<file path="config.mk">
export PLATFORM = sky130hd
export DESIGN_NAME = tmds_channel_decoder
export DESIGN_NICKNAME = d
export VERILOG_FILES = /design/src/rtl/tmds_channel_decoder.sv
export SDC_FILE = /design/constraint.sdc
export NUM_CORES = 1
export LEC_CHECK = 0
export ABC_CLOCK_PERIOD_IN_PS = 4360
export CORE_MARGIN = 2
export CORE_UTILIZATION = 55
export DETAILED_ROUTE_END_ITERATION = 12
export PLACE_DENSITY_LB_ADDON = 0.15
export SLEW_MARGIN = 20
export SYNTH_ARGS = -nofsm -noshare
export SYNTH_HDL_FRONTEND = slang
export SYNTH_SLANG_ARGS = --single-unit
</file>
<file path="constraint.sdc">
create_clock -name clk_h -period 4.36 [get_ports clk_h]
set_input_delay 0.436 -clock clk_h [delete_from_list [all_inputs] [get_ports clk_h]]
set_output_delay 0.436 -clock clk_h [all_outputs]
set_load 0.05 [all_outputs]
</file>
<file path="src/rtl/tmds_channel_decoder.sv">
// tmds_channel_decoder: decodes one TMDS channel to data/ctrl/de and
// acquires symbol alignment from control-token runs, requesting bit slips.
module tmds_channel_decoder #(
  parameter int LOCK_RUN       = 16,
  parameter int SEARCH_TIMEOUT = 2048,
  parameter int SLIP_SETTLE    = 8,
  parameter int ERR_WINDOW     = 1024,
  parameter int ERR_LIMIT      = 8
) (
  input  logic        clk_h,
  input  logic        rst_h,
  input  logic        sym_valid,
  input  logic [9:0]  sym,
  output logic        out_valid,
  output logic [7:0]  data,
  output logic [1:0]  ctrl,
  output logic        de,
  output logic        sym_err,
  output logic        locked,
  output logic        bitslip,
  output logic [15:0] err_count
);
  localparam int RW = $clog2(LOCK_RUN + 1);
  localparam int SW = $clog2(SEARCH_TIMEOUT + 1);
  localparam int TW = $clog2(SLIP_SETTLE + 1);
  localparam int WW = $clog2(ERR_WINDOW + 1);
  localparam int EW = $clog2(ERR_LIMIT + 1);
  localparam logic [RW-1:0] RUN_LAST    = RW'(LOCK_RUN - 1);
  localparam logic [SW-1:0] SEARCH_LAST = SW'(SEARCH_TIMEOUT - 1);
  localparam logic [TW-1:0] SETTLE_LAST = TW'(SLIP_SETTLE - 1);
  localparam logic [WW-1:0] WIN_LAST    = WW'(ERR_WINDOW - 1);
  localparam logic [EW-1:0] ERR_LAST    = EW'(ERR_LIMIT - 1);
  typedef enum logic [1:0] {SEARCH, LOCKED, SLIP} state_t;
  typedef enum logic [1:0] {CLS_DATA, CLS_CTRL, CLS_ERR} cls_t;
  logic [7:0] d_in, byte_in;
  logic       is_ctrl, xnor_req;
  logic [1:0] tok_in;
  cls_t       cls_in;
  always_comb begin
    d_in     = sym[9] ? ~sym[7:0] : sym[7:0];
    byte_in  = {d_in[7:1] ^ d_in[6:0] ^ {7{~sym[8]}}, d_in[0]};
    is_ctrl  = sym == 10'h354 || sym == 10'h0AB || sym == 10'h154 || sym == 10'h2AB;
    tok_in   = sym == 10'h0AB ? 2'b01 : sym == 10'h154 ? 2'b10 : sym == 10'h2AB ? 2'b11 : 2'b00;
    xnor_req = $countones(byte_in) > 4 || ($countones(byte_in) == 4 && !byte_in[0]);
    cls_in   = is_ctrl ? CLS_CTRL : (sym[8] == xnor_req) ? CLS_ERR : CLS_DATA;
  end
  logic       s1_valid_q;
  logic [7:0] s1_byte_q;
  logic [1:0] s1_tok_q;
  cls_t       s1_cls_q;
  always_ff @(posedge clk_h) begin
    if (rst_h) begin
      s1_valid_q <= 1'b0;
      s1_byte_q  <= '0;
      s1_tok_q   <= '0;
      s1_cls_q   <= CLS_DATA;
    end else begin
      s1_valid_q <= sym_valid;
      if (sym_valid) begin
        s1_byte_q <= byte_in;
        s1_tok_q  <= tok_in;
        s1_cls_q  <= cls_in;
      end
    end
  end
  logic cv, cc, ce;
  assign cv = s1_valid_q;
  assign cc = s1_valid_q && s1_cls_q == CLS_CTRL;
  assign ce = s1_valid_q && s1_cls_q == CLS_ERR;
  state_t          state_q, state_d;
  logic [RW-1:0]   ctrl_run_q, ctrl_run_d;
  logic [SW-1:0]   search_cnt_q, search_cnt_d;
  logic [TW-1:0]   settle_q, settle_d;
  logic [WW-1:0]   win_cnt_q, win_cnt_d;
  logic [EW-1:0]   win_err_q, win_err_d;
  logic            locked_d, bitslip_d;
  always_ff @(posedge clk_h) begin
    if (rst_h) begin
      state_q      <= SEARCH;
      ctrl_run_q   <= '0;
      search_cnt_q <= '0;
      settle_q     <= '0;
      win_cnt_q    <= '0;
      win_err_q    <= '0;
    end else begin
      state_q      <= state_d;
      ctrl_run_q   <= ctrl_run_d;
      search_cnt_q <= search_cnt_d;
      settle_q     <= settle_d;
      win_cnt_q    <= win_cnt_d;
      win_err_q    <= win_err_d;
    end
  end
  always_comb begin
    state_d      = state_q;
    ctrl_run_d   = ctrl_run_q;
    search_cnt_d = search_cnt_q;
    settle_d     = settle_q;
    win_cnt_d    = win_cnt_q;
    win_err_d    = win_err_q;
    case (state_q)
      SLIP: begin
        settle_d = settle_q + TW'(1);
        if (settle_q == SETTLE_LAST) begin
          state_d      = SEARCH;
          ctrl_run_d   = '0;
          search_cnt_d = '0;
        end
      end
      LOCKED: if (cv) begin
        win_cnt_d = win_cnt_q + WW'(1);
        win_err_d = ce ? win_err_q + EW'(1) : win_err_q;
        if (ce && win_err_q == ERR_LAST) begin
          state_d      = SEARCH;
          win_cnt_d    = '0;
          win_err_d    = '0;
          ctrl_run_d   = '0;
          search_cnt_d = '0;
        end else if (win_cnt_q == WIN_LAST) begin
          win_cnt_d = '0;
          win_err_d = '0;
        end
      end
      default: if (cv) begin
        ctrl_run_d   = cc ? ctrl_run_q + RW'(1) : '0;
        search_cnt_d = search_cnt_q + SW'(1);
        if (cc && ctrl_run_q == RUN_LAST) begin
          state_d      = LOCKED;
          win_cnt_d    = '0;
          win_err_d    = '0;
          ctrl_run_d   = '0;
          search_cnt_d = '0;
        end else if (search_cnt_q == SEARCH_LAST) begin
          state_d  = SLIP;
          settle_d = '0;
        end
      end
    endcase
  end
  always_comb begin
    locked_d  = state_d == LOCKED;
    bitslip_d = state_q != SLIP && state_d == SLIP;
  end
  logic        out_valid_q, de_q, sym_err_q, locked_q, bitslip_q;
  logic [7:0]  data_q;
  logic [1:0]  ctrl_q;
  logic [15:0] err_count_q;
  always_ff @(posedge clk_h) begin
    if (rst_h) begin
      out_valid_q <= 1'b0;
      data_q      <= '0;
      ctrl_q      <= '0;
      de_q        <= 1'b0;
      sym_err_q   <= 1'b0;
      locked_q    <= 1'b0;
      bitslip_q   <= 1'b0;
      err_count_q <= '0;
    end else begin
      out_valid_q <= s1_valid_q;
      if (s1_valid_q) begin
        data_q <= cc ? 8'h00 : s1_byte_q;
        ctrl_q <= cc ? s1_tok_q : ctrl_q;
      end
      de_q        <= cv && !cc && locked_d;
      sym_err_q   <= ce;
      locked_q    <= locked_d;
      bitslip_q   <= bitslip_d;
      err_count_q <= (ce && err_count_q != 16'hFFFF) ? err_count_q + 16'd1 : err_count_q;
    end
  end
  assign out_valid = out_valid_q;
  assign data      = data_q;
  assign ctrl      = ctrl_q;
  assign de        = de_q;
  assign sym_err   = sym_err_q;
  assign locked    = locked_q;
  assign bitslip   = bitslip_q;
  assign err_count = err_count_q;
endmodule

</file>
* After elaboration in Yosys (flattened, before gate mapping)
Index checks and enable logic that the tools add are counted.
W data, S select, Z words.
** Cells by class
- Add/subtract/negate cells :: 13
- Magnitude comparators :: 1
- Eq/ne operators :: 24
- Mux-type cells :: 44
- Bitwise operators :: 6
- Reductions and logical operators :: 23
** Operators with widths (number)
- $mux W12 :: 5
- $mux W11 :: 5
- $mux W4 :: 9
- $gt A32 B4 Y1 const B :: 1
- $mux W5 :: 6
- $pmux W12 S2 :: 1
- $mux W2 :: 11
- $pmux W11 S2 :: 1
- $eq A10 B10 Y1 const B :: 2
- $add A16 B1 Y16 const B :: 1
- $mux W8 :: 2
- $ne A16 B16 Y1 const B :: 1
- $pmux W4 S2 :: 2
- $xor A7 B7 Y7 :: 2
- $add A12 B1 Y12 const B :: 1
- $eq A12 B11 Y1 const B :: 1
- $eq A4 B3 Y1 const B :: 3
- $reduce_and A4 Y1 :: 3
- $add A11 B1 Y11 const B :: 1
- $eq A11 B10 Y1 const B :: 1
- $eq A10 B8 Y1 const B :: 1
- $eq A10 B9 Y1 const B :: 1
- $pmux W5 S2 :: 1
- $logic_and A1 B1 Y1 :: 9
- other kinds (20) :: 40
** Word-level totals
- Register bits after elaboration :: 82
- Input port bits :: 13
- Output and inout bits :: 31
- Word-level logic and storage cells :: 129

* Longest topological paths before layout
- Depth in word-level cells :: 13
- Mapped depth :: 14

* Worst setup path after synthesis
No wires, ideal clock.
- Kind :: in2reg
- Start point :: input port sym[8]
- End point :: register s1_cls_q[1]
- Library setup time :: 0.147 ns
- Arrival time :: 3.437 ns
- Required time :: 4.213 ns
- Path slack :: 0.775 ns
- Stages :: 13
- Cells stage by stage :: buf_2 > xor2_1 > xnor2_1 > ha_1 > inv_1 > fa_1 > fa_1 > inv_1 > ha_1 > fa_1 > o32ai_1 > a21o_1 > o311ai_0
** Between the ends
- Longest elaborated chain between the ends :: 11
- Elaborated cells on any way between the ends :: 23
** RTL lines
- start: declaration :: RTL line 13 : input logic [9:0] sym,
- parallel branches: the longest is 10 deep, another holds $gt A32 B4 Y1
- $mux W2 (*) :: RTL line 45 : cls_in = is_ctrl ? CLS_CTRL : (sym[8] == xnor_req) ? CLS_ERR : CLS_DATA;
- end signal: assignment :: RTL line 62 : s1_cls_q <= cls_in;
- end: declaration :: RTL line 50 : cls_t s1_cls_q;
Every way passes the cells marked *.
A chain may end at the register's enable or synchronous reset.

* Worst setup path in the final report
- Start point :: input port sym[2]
- End point :: register s1_cls_q[1]
** Between the ends
- Longest elaborated chain between the ends :: 13
- Elaborated cells on any way between the ends :: 21
** RTL lines
- $not A8 Y8 :: RTL line 40 : d_in = sym[9] ? ~sym[7:0] : sym[7:0];
- $mux W8 (*) :: RTL line 40
- $xor A7 B7 Y7 (*) (2 in a row) :: RTL line 41 : byte_in = {d_in[7:1] ^ d_in[6:0] ^ {7{~sym[8]}}, d_in[0]};
- net byte_in[3] :: RTL line 35 : logic [7:0] d_in, byte_in;
- $add A1 B1 Y2 (not written as such) (*) :: RTL line 44 : xnor_req = $countones(byte_in) > 4 || ($countones(byte_in) == 4 && !byte_in[0]);
- $add A2 B2 Y3 (not written as such) (*) :: RTL line 44
- $add A3 B3 Y4 (not written as such) (*) :: RTL line 44
- parallel branches: the longest is 2 deep, another holds $gt A32 B4 Y1
- $logic_or A1 B1 Y1 (*) :: RTL line 44
- $eq A1 B1 Y1 (*) :: RTL line 45
- $mux W2 (*) (2 in a row) :: RTL line 45
Mark *: on every way through the listed nets, which the timed path passes.

==> run_results.csv <==
group,metric,value,unit
run_status,outcome,"complete, no violations",
detailed_routing,routed_wl,10500,µm
timing,min_period,3900,ps
logic_synthesis,synthTopCellsByCount,"dfxtp_1, a21oi_1, nor2_1",
logic_synthesis,avgSynthCellArea,8.58,µm²
detailed_routing,first_pass_iters,4,
logic_synthesis,synth_fp_nets,562,
logic_synthesis,ys_ff_latch,82,
logic_synthesis,ys_seq_area_frac,0.364,
logic_synthesis,synth_top_area_cell,"dfxtp_1",
floorplanning,core,8090,µm²
global_route,grt_util_met3,0.0615,
power,ir_worst_vdd,180,µV
setup_path,crit_start,"sym[2]",
global_route,antenna_found_initial,0,
timing,period_share,0.894,
timing,slew_headroom,0.390,
timing,fmax,0.257,GHz
clock_network,cts_root_buffer,"clkbuf_8",
floorplanning,ios,44,
setup_path,arrival,4090,ps
final_layout,multiInputGateArea,2640,µm²
logic_synthesis,synth_edf_count,0,
clock_network,ctsHoldBuffers,0,
clock_network,ctsResizeCount,0,
power,p_per_area,321,nW/µm²
logic_synthesis,ys_top_cells_by_area,"dfxtp_1, ha_1, a21oi_1",
detailed_routing,post_drt_wl_per_cell,15.7,µm
clock_network,clkSlewWorstSetupHoldPaths,80,ps
clock_network,clock_sinks,82,
floorplanning,fp.dieW,94.5,µm
global_route,gr-max-usage-layer,"met2",
logic_synthesis,netlist-cell-type-count,73,
timing,fin_hold_ws,477,ps
setup_path,required,4550,ps
flow_run,cap_violations,0,
clock_network,h-tree-depth,3,
setup_path,crit_path_start_kind,"primary input",
power,leakage,0.00188,µW
setup_path,endpoint_kind,"register",
floorplanning,die_area,8930,µm²
timing,setup_tns,0,ps
logic_synthesis,yosysMostFrequentCell,"dfxtp_1",
timing,worst_slew_pin_slew,907,ps
place,place.gp.congestion,0.844,
timing,fin_ws,462,ps
logic_synthesis,synth_top_area_frac,0.364,
timing,setup_viol,0,
detailed_routing,via_count,4075,
final_layout,utilization,0.641,
setup_path,rr_worst_depth,5,
detailed_routing,ant_nets,0,
floorplanning,die_h,94.5,µm
timing,hold_viol_final,0,
detailed_routing,drt_iter0_drc,230,
clock_network,tritoncts,"done",
timing,rsz0062_at_grt,"false",
final_layout,ff_latch_area,1640,µm²
timing,drv_slew,0,
logic_synthesis,synth_warnings,0,
setup_path,timing.rr.start,"cv$_SDFF_PP0_",
logic_synthesis,synth_flop_cell,"dfxtp_1",
place,place_hpwl,7190,µm
clock_network,numCtsBuffers,9,
final_layout,num_antenna_cells,0,
global_route,grt_pass1_wl,17500,µm
setup_path,crit_path_max_fanout,3,
clock_network,post-cts-setup-buffer-count,0,
clock_network,clock_latency,360,ps
clock_network,clk_path_buf_depth,2,
floorplanning,num_rows,33,
detailed_routing,drc_errors,0,
final_layout,drive_above_1_share,0.0621,
global_route,use_met1,0.305,
logic_synthesis,async_flop_share,0,
detailed_routing,vias_per_cell,6.09,
setup_path,reg2reg_to,"search_cnt_q[4]$_SDFFE_PP0P_",
global_route,overflow,0,
global_route,grt_use_total,0.245,
final_layout,final_nets,596,
floorplanning,start_util,0.557,
logic_synthesis,synth_cells,525,
timing,skew,10.5,ps
final_layout,fill_cells,702,
global_route,gr-usage-met2,0.415,
setup_path,reg2reg_setup_slack,1740,ps
place,io_buffers,43,
global_route,grt_start_max_net_pins,68,
setup_path,criticalPathCategory,"in -> reg",
logic_synthesis,syn_area,4510,µm²
global_route,grt_pass1_vias,3787,
worst_hold_path,hold_class,"reg -> reg",
place,place_ws,95.7,ps
final_layout,syn_to_final_growth,15.1,%
setup_path,timing.critical_path.to,"s1_cls_q[1]$_SDFFE_PP0P_",
worst max-delay path, stage by stage:
cell and delay (ps):
clkdlybuf4s50_1 520, inv_1 70, ha_1 310, xor2_1 160, ha_1 290, inv_1 70
fa_1 430, fa_1 490, inv_1 40, ha_1 190, fa_1 440, o32ai_1 350
a21o_1 170, o311ai_0 110
flip-flops by register name, summed over array words and instances (netlist names), 4 cells and up:
signal	cells
ctrl_run_q	5
err_count	16
win_cnt_q	11
search_cnt_q	12
data	8
s1_byte_q	8
settle_q	4
win_err_q	4
through the flow:
step           power (µW)  instances  instance area (µm²)
2_1_floorplan        1040        525                 4510
3_3_place_gp         1110        652                 4980
3_5_place_dp         1130        652                 4980
4_1_cts              1680        668                 5180
5_1_grt              1750        669                 5180
6_report             1670        669                 5180
how the worst min path moves through the flow:
stage | from | slack [ps] | depth (start not counted) | endpoint
after floorplan | search_cnt_q[11]$_SDFFE_PP0P_ | 440 | 2 | search_cnt_q[11]$_SDFFE_PP0P_
after global placement | search_cnt_q[11]$_SDFFE_PP0P_ | 450 | 2 | search_cnt_q[11]$_SDFFE_PP0P_
after detailed placement | ctrl_run_q[4]$_SDFFE_PP0P_ | 470 | 2 | ctrl_run_q[4]$_SDFFE_PP0P_
after CTS | ctrl_run_q[4]$_SDFFE_PP0P_ | 480 | 2 | ctrl_run_q[4]$_SDFFE_PP0P_
after global routing | ctrl_run_q[4]$_SDFFE_PP0P_ | 500 | 2 | ctrl_run_q[4]$_SDFFE_PP0P_
final | ctrl_run_q[4]$_SDFFE_PP0P_ | 480 | 2 | ctrl_run_q[4]$_SDFFE_PP0P_
cell usage in the layout, fill, tap and decap left out, types with 3 or more instances in the layout:
cell type	netlist	final
and2_1	7	7
o2bb2ai_1	5	5
ha_1	21	21
nand4b_1	6	6
nand2_1	25	25
o41ai_1	8	8
buf_4	1	4
inv_1	28	28
clkbuf_8	0	10
mux2_2	4	4
dfxtp_1	82	82
nor3_1	12	12
clkdlybuf4s50_1	0	42
and3_1	3	3
a31oi_1	6	6
o211ai_1	6	6
nor3b_1	3	3
nand3b_1	4	4
nand3_1	23	23
nor4_1	3	3
o31ai_1	6	6
a211oi_1	12	12
xnor2_1	10	10
and4_1	4	4
o22ai_1	3	3
a21oi_1	44	44
o21ai_0	17	17
nor2b_1	19	19
a21o_1	5	5
or4b_1	3	3
or4_1	6	6
fa_1	3	3
and3b_1	3	3
nand4_1	16	16
nand2b_1	6	6
mux2i_1	11	11
nor2_1	44	44
report_power, final:
part / internal [µW] / switching, µW / leakage [µW]
combinational: 127 / 192 / 0.00112
clock: 281 / 275 / 0.0000966
sequential: 770 / 21.0 / 0.000664
total: 1180 / 488 / 0.00188
layer usage:
metal | wire length [µm] | vias to the layer above
met3 | 535 | 10
met1 | 4830 | 1943
li1 | - | 2018
met4 | 115 | 0
met2 | 5010 | 104
met5 | 0 | -
layout make-up:
| class | count | share of cell area |
|---|---|---|
| sequential | 82 | 0.317 |
| multi-input combinational | 389 | 0.510 |
| tap | 105 | 0.0253 |
| timing repair buffer | 48 | 0.0893 |
| clock buffer | 12 | 0.0280 |
| inverter | 29 | 0.0210 |
| clock inverter | 4 | 0.00990 |
cell families after synthesis:
| group | Yosys count | share of synthesized area |
|---|---|---|
| XOR/XNOR | 12 | 0.0233 |
| buffers and inverters | 54 | 0.0492 |
| flip-flops | 82 | 0.364 |
| multiplexers | 15 | 0.0344 |
| adder cells (fa/ha/maj) | 24 | 0.0716 |
| AO/OA/AOI/OAI | 137 | 0.205 |
| AND/OR/NAND/NOR | 201 | 0.252 |
Note: power is estimated with default switching activity, not from simulation.
==> edit 1, RTL diff (config.mk and constraints unchanged) <==
Change the parameter `ERR_WINDOW` from 1024 to 2048.
--- a/src/rtl/tmds_channel_decoder.sv
+++ b/src/rtl/tmds_channel_decoder.sv
@@ -4,7 +4,7 @@
   parameter int LOCK_RUN       = 16,
   parameter int SEARCH_TIMEOUT = 2048,
   parameter int SLIP_SETTLE    = 8,
-  parameter int ERR_WINDOW     = 1024,
+  parameter int ERR_WINDOW     = 2048,
   parameter int ERR_LIMIT      = 8
 ) (
   input  logic        clk_h,
Function: no difference found for any inputs over 4 cycles, from zero or initial values and one cycle with rst_h high; that may be too few to reach the edited logic, so the function may still have changed.
==> edit 1 against the original RTL <==
- sequential cell count up 1
- wire length down 8.5%
- sequential power about the same
- critical path depth up 1
- worst setup slack worse by 0.078 ns
- clock power about the same
- power down 4.9%
- design area down 2.7%
- synthesized area down 3.0%
- largest cell class unchanged
- highest routed layer unchanged
==> edit 1: results (changes against the original RTL) <==
metric	value	unit	change
critPathArrivalTime	4.19	ns	+0.10 ns
vias	3853		-5.4%
gr-usage-met1	30.5	%	+0.037 points
area_growth	15.4	%	
clock_sinks	83		+1.2%
cts_setup_buffers	0		unchanged
synth_compound_area_share	18.1	%	-2.4 points
netlist_top_cells_count	dfxtp_1 (83), nor2_1 (61), a21oi_1 (39)		
fillerInstances	661		-5.8%
drt_wl_total	9.59	mm	-8.5%
max_slew.worst_pin.slew	0.803	ns	-0.104 ns
multi_input_area	0.00250	mm²	-5.4%
first_global_vias	3680		-2.8%
drive_gt1_share	5.42	%	-0.78 points
nMultiInputCombCells	378		-2.8%
leakagePower	0.00183	µW	-2.7%
inverters_excl_clock	30		+3.4%
nNonClkBuffers	46		-4.2%
drt-met1-wl	4.54	mm	-5.8%
dp_cells	639		-2.0%
whs	0.464	ns	-0.0137 ns
grt_use_met2	39.5	%	-2.0 points
syn_area_per_cell	8.52	µm²	-0.70%
p_sw	428	µW	-12%
r2r_slack	1.96	ns	+0.22 ns
synthAdderAreaFrac	7.38	%	+0.22 points
yosysSeqAreaShare	38.0	%	+1.6 points
syn_nets	550		-2.1%
bufAreaShareNonClock	8.88	%	-0.052 points
finalClockSkew	0.00984	ns	-0.000641 ns
track_usage	23.8	%	-0.74 points
status	finished clean		
r2r_cells	8		+3
drt_iter0_markers	129		-44%
wl_met3	357	µm	-33%
synth.area.mux_share	1.86	%	-1.6 points
final_nets	585		-1.8%
clkCellAreaFrac	3.87	%	+0.080 points
synth_area_leaders	dfxtp_1 (38%), ha_1 (6.0%), nor2_1 (5.2%)		
r2r-start	ctrl_run_q[0]		
timing.rr.end	win_cnt_q[9]		
wl_per_cell	14.6	µm	-6.6%
grt_pass1_wl	16.7	mm	-4.7%
drt_first_pass_iters	5		+1
seq_share	32.9	%	+1.3 points
[edit 1: cell count changes after synthesis, sizes merged, moves of 7 or more]
cell	delta
nor2	+17
nor2b	-14
xnor2	+13
a22oi	+8
and3	+7
o41ai	-7
[edit 1: cells by family after synthesis]
logic type / count (synthesis)
AND/OR/NAND/NOR: 199
flip-flops: 83
multiplexers: 8
AO/OA/AOI/OAI: 121
XOR/XNOR: 26
adder cells (fa/ha/maj): 24
buffers and inverters: 52
[edit 1: power groups by stage]
stage	clock (µW)	sequential [µW]	combinational (µW)
finish	556	793	236
global route	599	795	271
CTS	568	793	238
detailed placement	0	811	236
global placement	0	810	223
floorplan	0	819	161
[edit 1: worst max-delay path, stage by stage]
cell	delay, ns
clkdlybuf4s50_1	0.52
inv_1	0.06
ha_1	0.31
xor2_1	0.18
ha_1	0.30
inv_1	0.07
fa_1	0.42
fa_1	0.49
inv_1	0.04
ha_1	0.20
fa_1	0.44
o32ai_1	0.35
a21oi_1	0.11
a41oi_1	0.17
o31ai_1	0.09
[edit 1: stage by stage]
| stage | total power, µW | util, % |
|---|---|---|
| finish | 1580 | 65.3 |
| global route | 1670 | 65.3 |
| CTS | 1600 | 65.3 |
| detailed placement | 1050 | 62.8 |
| global placement | 1030 | 62.8 |
| floorplan | 980 | - |
[edit 1: worst max-delay path by stage]
stage	from	slack [ns]	to	depth (start not counted)
floorplan	sym[8]	0.74	s1_cls_q[1]	13
global placement	sym[2]	0.10	s1_cls_q[1]	15
detailed placement	sym[2]	0.002	s1_cls_q[1]	15
CTS	sym[2]	0.38	s1_cls_q[1]	15
global route	sym[2]	0.17	s1_cls_q[1]	15
finish	sym[2]	0.38	s1_cls_q[1]	15
==> edit 2, RTL diff (config.mk and constraints unchanged) <==
Without the edit above. Encoding of `cls_t`: now one-hot (3 bits for 3 values).
--- a/src/rtl/tmds_channel_decoder.sv
+++ b/src/rtl/tmds_channel_decoder.sv
@@ -31,7 +31,7 @@
   localparam logic [WW-1:0] WIN_LAST    = WW'(ERR_WINDOW - 1);
   localparam logic [EW-1:0] ERR_LAST    = EW'(ERR_LIMIT - 1);
   typedef enum logic [1:0] {SEARCH, LOCKED, SLIP} state_t;
-  typedef enum logic [1:0] {CLS_DATA, CLS_CTRL, CLS_ERR} cls_t;
+  typedef enum logic [2:0] {CLS_DATA = 3'b001, CLS_CTRL = 3'b010, CLS_ERR = 3'b100} cls_t;
   logic [7:0] d_in, byte_in;
   logic       is_ctrl, xnor_req;
   logic [1:0] tok_in;
Formal check against the unedited RTL: no difference found for any inputs over 10 cycles, from zero or initial values and one cycle with rst_h high; not proved beyond that.
==> edit 2 against the original RTL <==
- non-clock buffer count decreased by 2
- synthesized area is 5.1% lower
- power decreased by 0.56%
- critical endpoint is now s1_cls_q[2]
- count of clock-buffer cells in the layout shrank 3
- register-to-register slack worse by 0.04 ns
- combinational power decreased by 26%
- sequential cell count up 1
- highest routed layer unchanged
- via count down 9.3%
- wire length fell by 14%
- largest power group unchanged
- worst setup slack got worse by 0.0098 ns
- design area fell by 3.9%
==> edit 2: results (changes against the original RTL) <==
metric	value	unit	change
layout.cells.non_filler	648		-3.1%
dpl.hpwl	6.30	mm	-12%
met3_usage	3.62	%	-2.5 points
track_usage	22.1	%	-2.4 points
critPathArrivalTime	4.16	ns	+0.07 ns
status	finished clean		
synth.area.mux_share	0.936	%	-2.5 points
drt_iter0_markers	137		-40%
drive_gt1_share	5.31	%	-0.89 points
synthCells	506		-3.6%
syn_nets	543		-3.4%
first_global_vias	3311		-13%
relSlewSlack	35.4	%	-3.6 points
dp_cells	632		-3.1%
final_nets	578		-3.0%
fmax	256	MHz	-0.25%
netlist_top_cells_count	dfxtp_1 (83), nor2_1 (57), a21oi_1 (38)		
grt_pass1_wl	15.4	mm	-12%
cts-root-buf	clkbuf_8		
gr-usage-met1	29.3	%	-1.2 points
synth_xor_area_share	6.76	%	+4.4 points
io_buffers	43		unchanged
wl_per_cell	13.9	µm	-11%
grt_max_degree	70		+2.9%
diodes	0		unchanged
clockBufferDepth	2		unchanged
crit_slowest_cell	clkdlybuf4s50_1		
placed_area	0.00476	mm²	-4.4%
grt_use_met2	35.1	%	-6.4 points
hold_class	reg -> reg		
place.gp.congestion	0.840		-0.37%
synth_area_leaders	dfxtp_1 (39%), ha_1 (6.1%), nor2_1 (5.0%)		
leakagePower	0.00177	µW	-5.6%
synth_compound_area_share	13.9	%	-6.6 points
yosysSeqAreaShare	38.9	%	+2.4 points
dp_slack	0.0767	ns	-0.0190 ns
vias	3696		-9.3%
synthAdderAreaFrac	7.55	%	+0.38 points
finalClockSkew	0.0176	ns	+0.00714 ns
peakVddDrop	0.000162	V	-9.9%
fillerInstances	674		-4.0%
ys_types	57		-22%
edit 2: changes by cell type in the layout (fill, tap and decap cells not counted), moves of 7 or more:
| cell | delta |
|---|---|
| mux2i_1 | -7 |
| nand2b_1 | +7 |
| nand3_1 | +8 |
| nor2_1 | +13 |
| nor2b_1 | -15 |
| o41ai_1 | -8 |
| xnor2_1 | +11 |
| xor2_1 | +10 |
edit 2: worst max-delay path, delay by kind of cell:
family,cells,cell delay (ns)
AO/OA/AOI/OAI,3,0.47
buffers and inverters,4,0.69
XOR/XNOR,2,0.31
adder cells (fa/ha/maj),6,2.20
AND/OR/NAND/NOR,1,0.05
edit 2: worst paths after layout:
kind,startpoint,endpoint,slack (ns),cells past startpoint
setup / recovery,sym[2],s1_cls_q[2],0.45,16
hold reg to reg,ctrl_run_q[4],ctrl_run_q[4],0.46,2
setup reg to reg,cv,search_cnt_q[9],1.70,5
hold / removal,ctrl_run_q[4],ctrl_run_q[4],0.46,2
edit 2: power breakdown:
part | internal (µW) | switching (µW)
Sequential | 776 | 23.8
Combinational | 105 | 131
Clock | 326 | 294
Total | 1210 | 449
edit 2: area by class of cell:
| class | instances | area [µm²] | area share, % |
|---|---|---|---|
| multi-input cells | 377 | 2430 | 48.8 |
| flip-flops and latches | 83 | 1660 | 33.3 |
| repair buffers | 46 | 448 | 8.99 |
| well taps | 102 | 128 | 2.56 |
| clock buffers | 9 | 124 | 2.49 |
| clock inverters | 7 | 98.8 | 1.98 |
| inverters | 24 | 90.1 | 1.81 |
edit 2: layer usage:
metal	share of wire, %	wire length [µm]
met5	0	0
met4	2.5	221
met3	2.8	249
met2	47	4240
met1	48	4290
